`config.mk`:
```
export PLATFORM = sky130hd
export DESIGN_NAME = riscv_mem_arbiter
export DESIGN_NICKNAME = d
export VERILOG_FILES = /design/src/rtl/riscv_defs.sv /design/src/rtl/riscv_rr_arbiter2.sv /design/src/rtl/riscv_mem_arbiter.sv
export SDC_FILE = /design/constraint.sdc
export NUM_CORES = 1
export LEC_CHECK = 0
export ABC_AREA = 1
export CAP_MARGIN = 30
export CORE_MARGIN = 4
export CORE_UTILIZATION = 45
export CTS_CLUSTER_DIAMETER = 100
export DETAILED_ROUTE_END_ITERATION = 12
export PLACE_DENSITY = 0.86
export SETUP_SLACK_MARGIN = 0.02
export SLEW_MARGIN = 20
export SYNTH_ARGS = -nofsm -noshare
export SYNTH_HDL_FRONTEND = slang
export SYNTH_SLANG_ARGS = --single-unit
```
`constraint.sdc`:
```
create_clock -name clk_i -period 3.1 [get_ports clk_i]
set_input_delay 0.465 -clock clk_i [delete_from_list [all_inputs] [get_ports clk_i]]
set_output_delay 0.465 -clock clk_i [all_outputs]
set_load 0.005 [all_outputs]
```
`src/rtl/riscv_defs.sv`:
```
// rtl/riscv_defs.sv - shared definitions for the core-to-memory arbiter
package riscv_defs;

  localparam int TAG_W = 11;

  typedef enum logic [2:0] {
    ST_IDLE,
    ST_BUSY_I,
    ST_BUSY_D,
    ST_RESP,
    ST_RESP_ERR
  } arb_state_t;

  function automatic logic [31:0] word_align(input logic [31:0] addr);
    return {addr[31:2], 2'b00};
  endfunction

endpackage

```
`src/rtl/riscv_rr_arbiter2.sv`:
```
// rtl/riscv_rr_arbiter2.sv - two-requester round-robin grant with last-grant register
module riscv_rr_arbiter2 #(
  parameter bit FIRST_B = 1'b1
) (
  input  logic clk_i,
  input  logic rst_i,
  input  logic en_i,
  input  logic req_a_i,
  input  logic req_b_i,
  output logic grant_a_o,
  output logic grant_b_o
);

  logic last_b_q;
  logic pick_b;

  // On a tie, b wins unless it was the most recent winner.
  assign pick_b    = req_b_i & (~req_a_i | ~last_b_q);
  assign grant_b_o = en_i & pick_b;
  assign grant_a_o = en_i & req_a_i & ~pick_b;

  always_ff @(posedge clk_i) begin
    if (rst_i) begin
      last_b_q <= ~FIRST_B;
    end else if (grant_a_o | grant_b_o) begin
      last_b_q <= grant_b_o;
    end
  end

endmodule

```
`src/rtl/riscv_mem_arbiter.sv`:
```
// rtl/riscv_mem_arbiter.sv - shares one memory controller between fetch and data ports
module riscv_mem_arbiter
  import riscv_defs::*;
#(
  parameter logic [31:0] MEM_ADDR_MAX   = 32'h0000_FFFF,
  parameter int          TIMEOUT_CYCLES = 64,
  parameter bit          DATA_FIRST     = 1'b1
) (
  input  logic             clk_i,
  input  logic             rst_i,
  input  logic             mem_i_rd_i,
  input  logic [31:0]      mem_i_pc_i,
  input  logic             mem_i_flush_i,
  output logic             mem_i_accept_o,
  output logic             mem_i_valid_o,
  output logic             mem_i_error_o,
  output logic [31:0]      mem_i_inst_o,
  input  logic [31:0]      mem_d_addr_i,
  input  logic [31:0]      mem_d_data_wr_i,
  input  logic             mem_d_rd_i,
  input  logic [3:0]       mem_d_wr_i,
  input  logic [TAG_W-1:0] mem_d_req_tag_i,
  output logic             mem_d_accept_o,
  output logic             mem_d_ack_o,
  output logic             mem_d_error_o,
  output logic [31:0]      mem_d_data_rd_o,
  output logic [TAG_W-1:0] mem_d_resp_tag_o,
  output logic [31:0]      mem_addr_o,
  output logic [31:0]      mem_wdata_o,
  output logic [3:0]       mem_wstrb_o,
  output logic             mem_we_o,
  output logic             mem_re_o,
  input  logic             mem_ready_i,
  input  logic [31:0]      mem_rdata_i
);

  localparam int CNT_W = $clog2(TIMEOUT_CYCLES + 1);
  localparam logic [CNT_W-1:0] TMO_LAST = CNT_W'(TIMEOUT_CYCLES - 1);

  arb_state_t       state_q;
  logic [CNT_W-1:0] tmo_cnt_q;
  logic             owner_d_q;
  logic             flushed_q;
  logic [TAG_W-1:0] tag_q;

  logic             i_valid_q, i_err_q;
  logic [31:0]      i_inst_q;
  logic             d_ack_q, d_err_q;
  logic [31:0]      d_rdata_q;
  logic [TAG_W-1:0] d_tag_q;

  logic        req_d, req_i, grant_d, grant_i, arb_en;
  logic [31:0] acc_addr;
  logic        acc_range_err;
  logic        busy_done, busy_err;

  assign req_d  = mem_d_rd_i | (|mem_d_wr_i);
  assign req_i  = mem_i_rd_i;
  assign arb_en = (state_q == ST_IDLE) & ~rst_i;

  riscv_rr_arbiter2 #(
    .FIRST_B (DATA_FIRST)
  ) u_rr (
    .clk_i     (clk_i),
    .rst_i     (rst_i),
    .en_i      (arb_en),
    .req_a_i   (req_i),
    .req_b_i   (req_d),
    .grant_a_o (grant_i),
    .grant_b_o (grant_d)
  );

  assign acc_addr      = grant_d ? mem_d_addr_i : mem_i_pc_i;
  assign acc_range_err = acc_addr > MEM_ADDR_MAX;
  assign busy_done     = mem_ready_i | (tmo_cnt_q == TMO_LAST);
  assign busy_err      = ~mem_ready_i;

  always_ff @(posedge clk_i) begin
    if (rst_i) begin
      state_q     <= ST_IDLE;
      tmo_cnt_q   <= '0;
      owner_d_q   <= 1'b0;
      flushed_q   <= 1'b0;
      tag_q       <= '0;
      i_valid_q   <= 1'b0;
      i_err_q     <= 1'b0;
      i_inst_q    <= '0;
      d_ack_q     <= 1'b0;
      d_err_q     <= 1'b0;
      d_rdata_q   <= '0;
      d_tag_q     <= '0;
      mem_addr_o  <= '0;
      mem_wdata_o <= '0;
      mem_wstrb_o <= '0;
      mem_we_o    <= 1'b0;
      mem_re_o    <= 1'b0;
    end else begin
      // Response registers are pulses: cleared unless loaded this cycle.
      i_valid_q <= 1'b0;
      i_err_q   <= 1'b0;
      i_inst_q  <= '0;
      d_ack_q   <= 1'b0;
      d_err_q   <= 1'b0;
      d_rdata_q <= '0;
      d_tag_q   <= '0;

      case (state_q)
        ST_IDLE: begin
          if (grant_d | grant_i) begin
            owner_d_q <= grant_d;
            tag_q     <= grant_d ? mem_d_req_tag_i : '0;
            flushed_q <= 1'b0;
            tmo_cnt_q <= '0;
            if (acc_range_err) begin
              state_q <= ST_RESP_ERR;
              if (grant_d) begin
                d_ack_q <= 1'b1;
                d_err_q <= 1'b1;
                d_tag_q <= mem_d_req_tag_i;
              end else begin
                i_valid_q <= 1'b1;
                i_err_q   <= 1'b1;
              end
            end else begin
              mem_addr_o <= word_align(acc_addr);
              if (grant_d && (|mem_d_wr_i)) begin
                mem_we_o    <= 1'b1;
                mem_wstrb_o <= mem_d_wr_i;
                mem_wdata_o <= mem_d_data_wr_i;
              end else begin
                mem_re_o <= 1'b1;
              end
              state_q <= grant_d ? ST_BUSY_D : ST_BUSY_I;
            end
          end
        end

        ST_BUSY_I, ST_BUSY_D: begin
          if (state_q == ST_BUSY_I && mem_i_flush_i) begin
            flushed_q <= 1'b1;
          end
          if (busy_done) begin
            mem_re_o    <= 1'b0;
            mem_we_o    <= 1'b0;
            mem_wstrb_o <= '0;
            mem_wdata_o <= '0;
            mem_addr_o  <= '0;
            state_q     <= busy_err ? ST_RESP_ERR : ST_RESP;
            if (owner_d_q) begin
              d_ack_q   <= 1'b1;
              d_err_q   <= busy_err;
              d_rdata_q <= busy_err ? 32'h0 : mem_rdata_i;
              d_tag_q   <= tag_q;
            end else begin
              i_valid_q <= ~(flushed_q | mem_i_flush_i);
              i_err_q   <= busy_err & ~(flushed_q | mem_i_flush_i);
              i_inst_q  <= busy_err ? 32'h0 : mem_rdata_i;
            end
          end else begin
            tmo_cnt_q <= tmo_cnt_q + 1'b1;
          end
        end

        ST_RESP, ST_RESP_ERR: state_q <= ST_IDLE;

        default: state_q <= ST_IDLE;
      endcase
    end
  end

  assign mem_i_accept_o   = grant_i;
  assign mem_d_accept_o   = grant_d;
  // A flush raised during the response cycle still drops the fetch response.
  assign mem_i_valid_o    = i_valid_q & ~mem_i_flush_i;
  assign mem_i_error_o    = i_err_q & ~mem_i_flush_i;
  assign mem_i_inst_o     = i_inst_q;
  assign mem_d_ack_o      = d_ack_q;
  assign mem_d_error_o    = d_err_q;
  assign mem_d_data_rd_o  = d_rdata_q;
  assign mem_d_resp_tag_o = d_tag_q;

endmodule

```
==> metrics.md, run 1 <==
| Metric | Value |
|---|---|
| Cell area after layout | `10200 sq um` |
| Largest net degree at the start of global routing | `73` |
| HP Class | `input pin to flip-flop` |
| Via density | `5.06` |
| Crit path DAT | `2.27 ns` |
| Starting Density | `46.6%` |
| Wire per inst | `about 16 um` |
| Area Overhead vs Synth | `55.8%` |
| Combinational group share of total power | `41.2%` |
| Share of power burned in registers | `33.1%` |
| Final Skew | `just over 0.009 ns` |
| Gates resized, CTS repair | `0` |
| Main synth FF type | `dfxtp_1` |
| Clock network power share | `25.7%` |
| Lkg Pwr | `between 0.004 and 0.005 uW` |
| Final #Nets | `1291` |
| Worst-margin pin slew | `0.796 ns` |
| Final worst-path cycle share | `88.2%` |
| Simple-Gate Fraction of Synth Area | `28.5%` |
| Port buffer count | `293` |
| Clock-pin transition on the worst setup and hold timing paths | `~0.07 ns` |
| Met3 wire length | `2800 um` |
| Die ar. | `16600 sq um` |
| Critical path endpoint category | `output port` |
| CTS tree | `yes` |
| Minimum clock period after layout | `2.73 ns` |
| Die height | `approximately 130 um` |
| Share of layout cells above drive strength 1 | `5.99%` |
| Crit path max fanout | `10` |
| Max-Cap Viols | `0` |
| # Post-CTS Setup Buffers | `0` |
| Gpl congestion | `0.825` |
| # rows | `43` |
| YS warnings | `0` |
| RSZ-0062 raised after global routing | `false` |
| Via count | `6741` |
| Startpoint Class | `input pin` |
| Xor and xnor area share after synthesis | `less than 1%` |
| Core area | `14100 sq um` |
| Antenna Violating Nets Remaining | `0` |
| Final setup viols | `0` |
| Vias in the first global route | `roughly 6600` |
| # clock sinks | `roughly 170` |
| Tot Pwr | `8190 uW` |
| Post-Place Worst Slack | `about 0.10 ns` |
| Fin Setup TNS | `0 ns` |
| Final WS setup | `0.366 ns` |
| Synth Area in Compound Gates | `9.14%` |
| Switching power total | `3060 uW` |
| Mapped Cells | `865` |
| DP HPWL | `16000 um` |
| Sequential share of the synthesized area | `a little over half` |
| GRT Util Overall | `around a quarter` |
| Synth Area in Adders | `0.190%` |
| Layout Utilization | `72.6%` |
| Grt ovf | `0` |
| Post-Syn Area per Cell | `7.60 sq um` |
| Initial antenna violation count | `1` |
| Max Freq | `366 MHz` |
| Total CTS buffers | `17` |
| Hold_buf cts | `0` |
| PD cells | `800 nW/um^2` |
| Post-synthesis mux area share | `0%` |
| Post-synthesis cell type count | `35` |
| Number of synthesized flops with an enable pin | `0` |
| Outcome | `completed` |
| Clk_lat worst skew | `0.42 ns` |
| Root buf cell | `clkbuf_16` |
| Hold Violations, Final | `0` |
| Slew Limit Fails | `0` |
| Max transition margin | `46.9%` |
| CTS H-tree lvls | `4` |
| Die W | `129 um` |
| Async set-reset flop share out of synthesis | `0%` |
| Flip-flop and latch count after synthesis | `171` |
| DRC viols | `0` |
| Routed wl met2 | `10500 um` |
| 1st-pass router iterations | `5` |
| Clock Path Buffers | `2` |
| First-pass GRT wire length | `33700 um` |
| Worst vdd ir | `0.634 mV` |
| Kind of critical path | `input pin to output port` |
| Post-synthesis cell area | `6570 sq um` |
| Required @ worst endpoint | `2.63 ns` |
| Switching share of power | `roughly 37%` |
| Pint | `5130 uW` |
| Largest family of logic cells by synthesized area | `simple AND/OR/NAND/NOR gates` |
| WL met1 | `8120 um` |
| Final wirelength | `22000 um` |
| Placed inst area | `9650 sq um` |
| Io pins | `300` |
| Violation count after the first detailed-route iteration | `448` |
| DR top layer | `met4` |
cell usage in the layout (no fill, tap or decap), types with 4 or more instances in the layout:
cell,instances
a211oi_1,4
nor3_1,67
clkbuf_16,17
clkdlybuf4s50_1,292
nor2_1,110
dfxtp_1,171
a22o_1,11
nand3_1,70
a21oi_1,71
nand4_1,11
buf_4,20
o21ai_0,17
nand2_1,150
inv_1,95
worst max-delay path, cell delays in order:
cell             delay (ns)
clkdlybuf4s50_1        0.53
nor2_1                 0.08
nand3_1                0.17
nand2_1                0.14
nor2_4                 0.26
clkdlybuf4s50_1        0.63
power groups by stage:
stage / Clock, uW / Sequential [uW] / Combinational (uW)
2_1_floorplan: 0 / 2750 / 1990
3_3_place_gp: 0 / 2730 / 3280
3_5_place_dp: 0 / 2750 / 3340
4_1_cts: 2140 / 2710 / 3360
5_1_grt: 2230 / 2740 / 3690
6_report: 2110 / 2710 / 3380
layer usage:
| layer | vias to the layer above | global-route usage, % |
|---|---|---|
| met1 | 3115 | 27.5 |
| met4 | 0 | 10.5 |
| li1 | 3312 | - |
| met5 | - | 0 |
| met3 | 34 | 13.1 |
| met2 | 280 | 43.1 |
state kept, by name (all words and copies together), names as in the netlist:
signal,cells
mem_d_error_o,1
mem_wstrb_o,4
mem_d_data_rd_o,32
tag_q,11
mem_d_ack_o,1
i_err_q,1
mem_re_o,1
tmo_cnt_q,7
mem_we_o,1
u_rr.last_b_q,1
flushed_q,1
owner_d_q,1
state_q,3
mem_d_resp_tag_o,11
mem_wdata_o,32
mem_addr_o,30
mem_i_inst_o,32
i_valid_q,1
logic make-up after synthesis:
group                    count (synthesis)
XOR/XNOR                                 1
AND/OR/NAND/NOR                        425
buffers and inverters                  158
AO/OA/AOI/OAI                          108
other                                    1
adder cells (fa/ha/maj)                  1
flip-flops                             171
path summary, 6_finish.rpt:
check             depth (start not counted)  slack [ns]           start         endpoint
hold reg to reg                           2        0.44  mem_addr_o[30]   mem_addr_o[30]
setup reg to reg                         14        0.51      state_q[2]  mem_wdata_o[29]
setup / recovery                          6        0.37   mem_d_wr_i[3]   mem_d_accept_o
hold / removal                            2        0.34           rst_i   mem_wstrb_o[1]
synthesized netlist by cell type, drive strengths merged, types with 2 or more instances:
cell type / instances / area (sq um)
buf: 24 / 143
nand3: 71 / 368
a21oi: 72 / 364
nor2: 115 / 454
nand3b: 2 / 15.0
clkbuf: 35 / 131
nand4: 11 / 68.8
clkinv: 2 / 8.75
inv: 97 / 364
o21ai: 18 / 90.1
nor3: 67 / 335
a31oi: 2 / 12.5
a211oi: 4 / 30.0
nand2: 156 / 613
a22o: 11 / 96.3
dfxtp: 171 / 3420
stage by stage:
stage	std cells	hold slack, ns
final	1333	0.336
after global routing	1333	0.333
after CTS	1332	0.323
after detailed placement	1302	0.427
after global placement	1302	0.425
after floorplan	866	0.431
area by class of cell:
| cell class | instances | area [sq um] |
|---|---|---|
| clock inverters | 12 | 141 |
| clock buffers | 18 | 439 |
| inverters | 99 | 373 |
| repair buffers | 315 | 3120 |
| diodes | 1 | 2.50 |
| well taps | 180 | 225 |
| flip-flops and latches | 171 | 3420 |
| fillers | 1062 | 3860 |
| multi-input cells | 537 | 2510 |
Note: power is estimated with default switching activity, not from simulation.
==> inputs of run 2 (changes only) <==
--- a/config.mk
+++ b/config.mk
@@ -6,12 +6,12 @@
 export NUM_CORES = 1
 export LEC_CHECK = 0
 export ABC_AREA = 1
-export CAP_MARGIN = 30
+export CAP_MARGIN = 20
 export CORE_MARGIN = 4
-export CORE_UTILIZATION = 45
+export CORE_UTILIZATION = 42
 export CTS_CLUSTER_DIAMETER = 100
 export DETAILED_ROUTE_END_ITERATION = 12
-export PLACE_DENSITY = 0.86
+export PLACE_DENSITY = 0.81
 export SETUP_SLACK_MARGIN = 0.02
 export SLEW_MARGIN = 20
 export SYNTH_ARGS = -nofsm -noshare
==> constraint.sdc (replaced) <==
create_clock -name clk_i -period 2.93 [get_ports clk_i]
set_input_delay 0.4395 -clock clk_i [delete_from_list [all_inputs] [get_ports clk_i]]
set_output_delay 0.4395 -clock clk_i [all_outputs]
set_load 0.005 [all_outputs]
==> run 2 against run 1 <==
  * Total power is 6.9% higher
  * Combinational power grew 5%
  * Worst hold slack gained 0.10 ns
  * Final cell count grew 2.4%
  * Count of clock-buffer cells in the layout unchanged
  * Via count decreased by 1.6%
  * Final area grew 1.0%
  * Critical path depth unchanged
  * Critical endpoint unchanged
  * Sequential cell count stayed put
  * Highest routed layer unchanged
  * Sequential share of layout area is 0.34 points lower
  * Sequential power is 5% higher
  * Utilization shrank 4.8 points
==> metrics.md, run 2 (synthesized netlist as in run 1, its figures left out) <==
| Metric | Value |
|---|---|
| Outcome | `completed` |
| Hold Violations, Final | `0 (unchanged)` |
| Startpoint Class | `input pin` |
| Antenna Violating Nets Remaining | `0 (unchanged)` |
| Final Skew | `0.0172 ns (+0.00809 ns)` |
| DRC viols | `0 (unchanged)` |
| WHS | `0.438 ns (+0.102 ns)` |
| Final setup viols | `0 (unchanged)` |
| Most common cell after layout, fill and taps aside | `clkdlybuf4s50_1` |
| First-pass GRT wire length | `32400 um (-3.8%)` |
| Setup crit start | `mem_d_wr_i[3]` |
| Via count | `6636 (-1.6%)` |
| CTS H-tree lvls | `4 (unchanged)` |
| DP HPWL | `15600 um (-2.5%)` |
| Reg-to-reg critical path endpoint | `mem_wstrb_o[3]` |
| Violation count after the first detailed-route iteration | `355 (-21%)` |
| Max transition margin | `63.3% (+16 points)` |
| 1st-pass router iterations | `8 (+3)` |
| Gates resized, CTS repair | `0 (unchanged)` |
| Switching share of power | `36.7% (-0.66 points)` |
| Pint | `5540 uW (+8.0%)` |
| Max-Cap Viols | `0 (unchanged)` |
| Fin Setup TNS | `0 ns (unchanged)` |
| Clk_lat worst skew | `0.43 ns (about the same)` |
| Slowest-stage cell, CP | `clkdlybuf4s50_1` |
| # clock sinks | `171 (unchanged)` |
| CP cell instances | `clkdlybuf4s50_1 > nor2_1 > nand3_1 > nand2_1 > nor2_4 > clkdlybuf4s50_1` |
| Wire per inst | `15.4 um (-6.5%)` |
| Kind of critical path | `input pin to output port` |
| Antenna Cells | `0 (-1)` |
| Root buf cell | `clkbuf_16` |
| Clock-pin transition on the worst setup and hold timing paths | `0.07 ns (about the same)` |
| Clock network power share | `26.7% (+1.0 points)` |
| PD cells | `846 nW/um^2 (+5.8%)` |
| Gpl congestion | `0.812 (-1.5%)` |
| Final worst-path cycle share | `91.9%` |
| Switching power total | `3210 uW (+5.0%)` |
| Critical path endpoint category | `output port` |
| FF-to-FF setup slack | `0.51 ns (about the same)` |
| Die ar. | `17700 sq um (+6.7%)` |
| Required @ worst endpoint | `2.49 ns (-0.14 ns)` |
| Starting Density | `43.1% (-3.6 points)` |
| Total CTS buffers | `17 (unchanged)` |
| Area Overhead vs Synth | `57.4%` |
| Crit path max fanout | `10 (unchanged)` |
| Worst-margin pin slew | `0.551 ns (-0.245 ns)` |
| Worst Setup EP | `mem_d_accept_o` |
| # Post-CTS Setup Buffers | `0 (unchanged)` |
| Top cell by count, worst path | `clkdlybuf4s50_1` |
| Slew Limit Fails | `0 (unchanged)` |
| R2R depth | `14 (unchanged)` |
| HP Class | `flip-flop to flip-flop` |
| Port buffer count | `293 (unchanged)` |
| Share of power burned in registers | `32.6% (-0.5 points)` |
| Most frequent cells in the layout | `clkdlybuf4s50_1, dfxtp_1, nand2_1` |
| Max Freq | `between 300 and 400 MHz` |
| Placed inst area | `9720 sq um (+0.74%)` |
| CP peak stage delay | `0.64 ns (about the same)` |
| Layout Utilization | `67.8% (-4.8 points)` |
| # rows | `45 (+4.7%)` |
| Combinational group share of total power | `40.7% (-0.5 points)` |
| Share of layout cells above drive strength 1 | `6.15% (+0.16 points)` |
| Largest net degree at the start of global routing | `54 (-26%)` |
| Via density | `4.86 (-3.9%)` |
| Lkg Pwr | `0.00422 uW (+0.72%)` |
| Minimum clock period after layout | `approximately 2.7 ns` |
| Final wirelength | `21000 um (-4.3%)` |
| Initial antenna violation count | `0 (-1)` |
| RSZ-0062 raised after global routing | `false` |
| Die height | `133 um (+3.3%)` |
| Vias in the first global route | `6356 (-3.3%)` |
| Grt ovf | `0 (unchanged)` |
| Hold_buf cts | `0 (unchanged)` |
| Worst vdd ir | `0.773 mV (+22%)` |
| Core area | `15300 sq um (+8.2%)` |
| Reg2reg start | `state_q[2]` |
| Final #Nets | `1292 (+0.077%)` |
| Io pins | `300 (unchanged)` |
| Die W | `133 um (+3.3%)` |
| GRT Util Overall | `23.0% (-2.7 points)` |
| CTS tree | `yes` |
| Cell area after layout | `10300 sq um (+1.0%)` |
| Clock Path Buffers | `2 (unchanged)` |
| Crit path DAT | `2.25 ns (-0.02 ns)` |
==> run 2: layout make-up <==
type	count	area [sq um]
clock buffer	18	439
clock inverter	13	179
fill	1264	4920
inverter	99	373
multi-input combinational	537	2510
sequential	171	3420
tap	211	264
timing repair buffer	316	3150
==> run 2: through the flow <==
| stage | cells | total power, uW | worst slack, ns |
|---|---|---|---|
| final | 1365 | 8750 | 0.238 |
| after global routing | 1365 | 9270 | 0.124 |
| after CTS | 1365 | 8810 | 0.211 |
| after detailed placement | 1334 | 6450 | 0.0917 |
| after global placement | 1334 | 6390 | 0.155 |
| after floorplan | 866 | 5010 | 0.891 |
==> run 2: layer usage <==
metal | wire length (um) | vias up | part of all wire, % | track usage, %
met2 | 9700 | 282 | 46 | 37.6
met5 | 0 | - | 0 | 0
met4 | 546 | 0 | 2.6 | 8.78
met3 | 2540 | 35 | 12 | 11.2
li1 | - | 3317 | - | -
met1 | 8230 | 3002 | 39 | 25.9
==> run 2: worst min-delay path by stage <==
stage | start | end | slack [ns] | cells past startpoint
detailed placement | mem_addr_o[23] | mem_addr_o[23] | 0.43 | 2
finish | mem_addr_o[22] | mem_addr_o[22] | 0.44 | 2
global route | mem_addr_o[31] | mem_addr_o[31] | 0.46 | 2
floorplan | flushed_q | flushed_q | 0.43 | 2
CTS | mem_addr_o[22] | mem_addr_o[22] | 0.44 | 2
global placement | mem_addr_o[20] | mem_addr_o[20] | 0.43 | 2
==> run 2: power groups by stage <==
| stage | registers, uW | clock network [uW] | logic (uW) |
|---|---|---|---|
| 3_3_place_gp | 2890 | 0 | 3500 |
| 3_5_place_dp | 2900 | 0 | 3550 |
| 6_report | 2850 | 2340 | 3560 |
| 2_1_floorplan | 2910 | 0 | 2100 |
| 5_1_grt | 2890 | 2470 | 3900 |
| 4_1_cts | 2850 | 2390 | 3570 |
==> run 2: critical path, delay by kind of cell <==
family	cells	cell delay, ns
buf+inv	2	1.15
simple gates	4	0.65
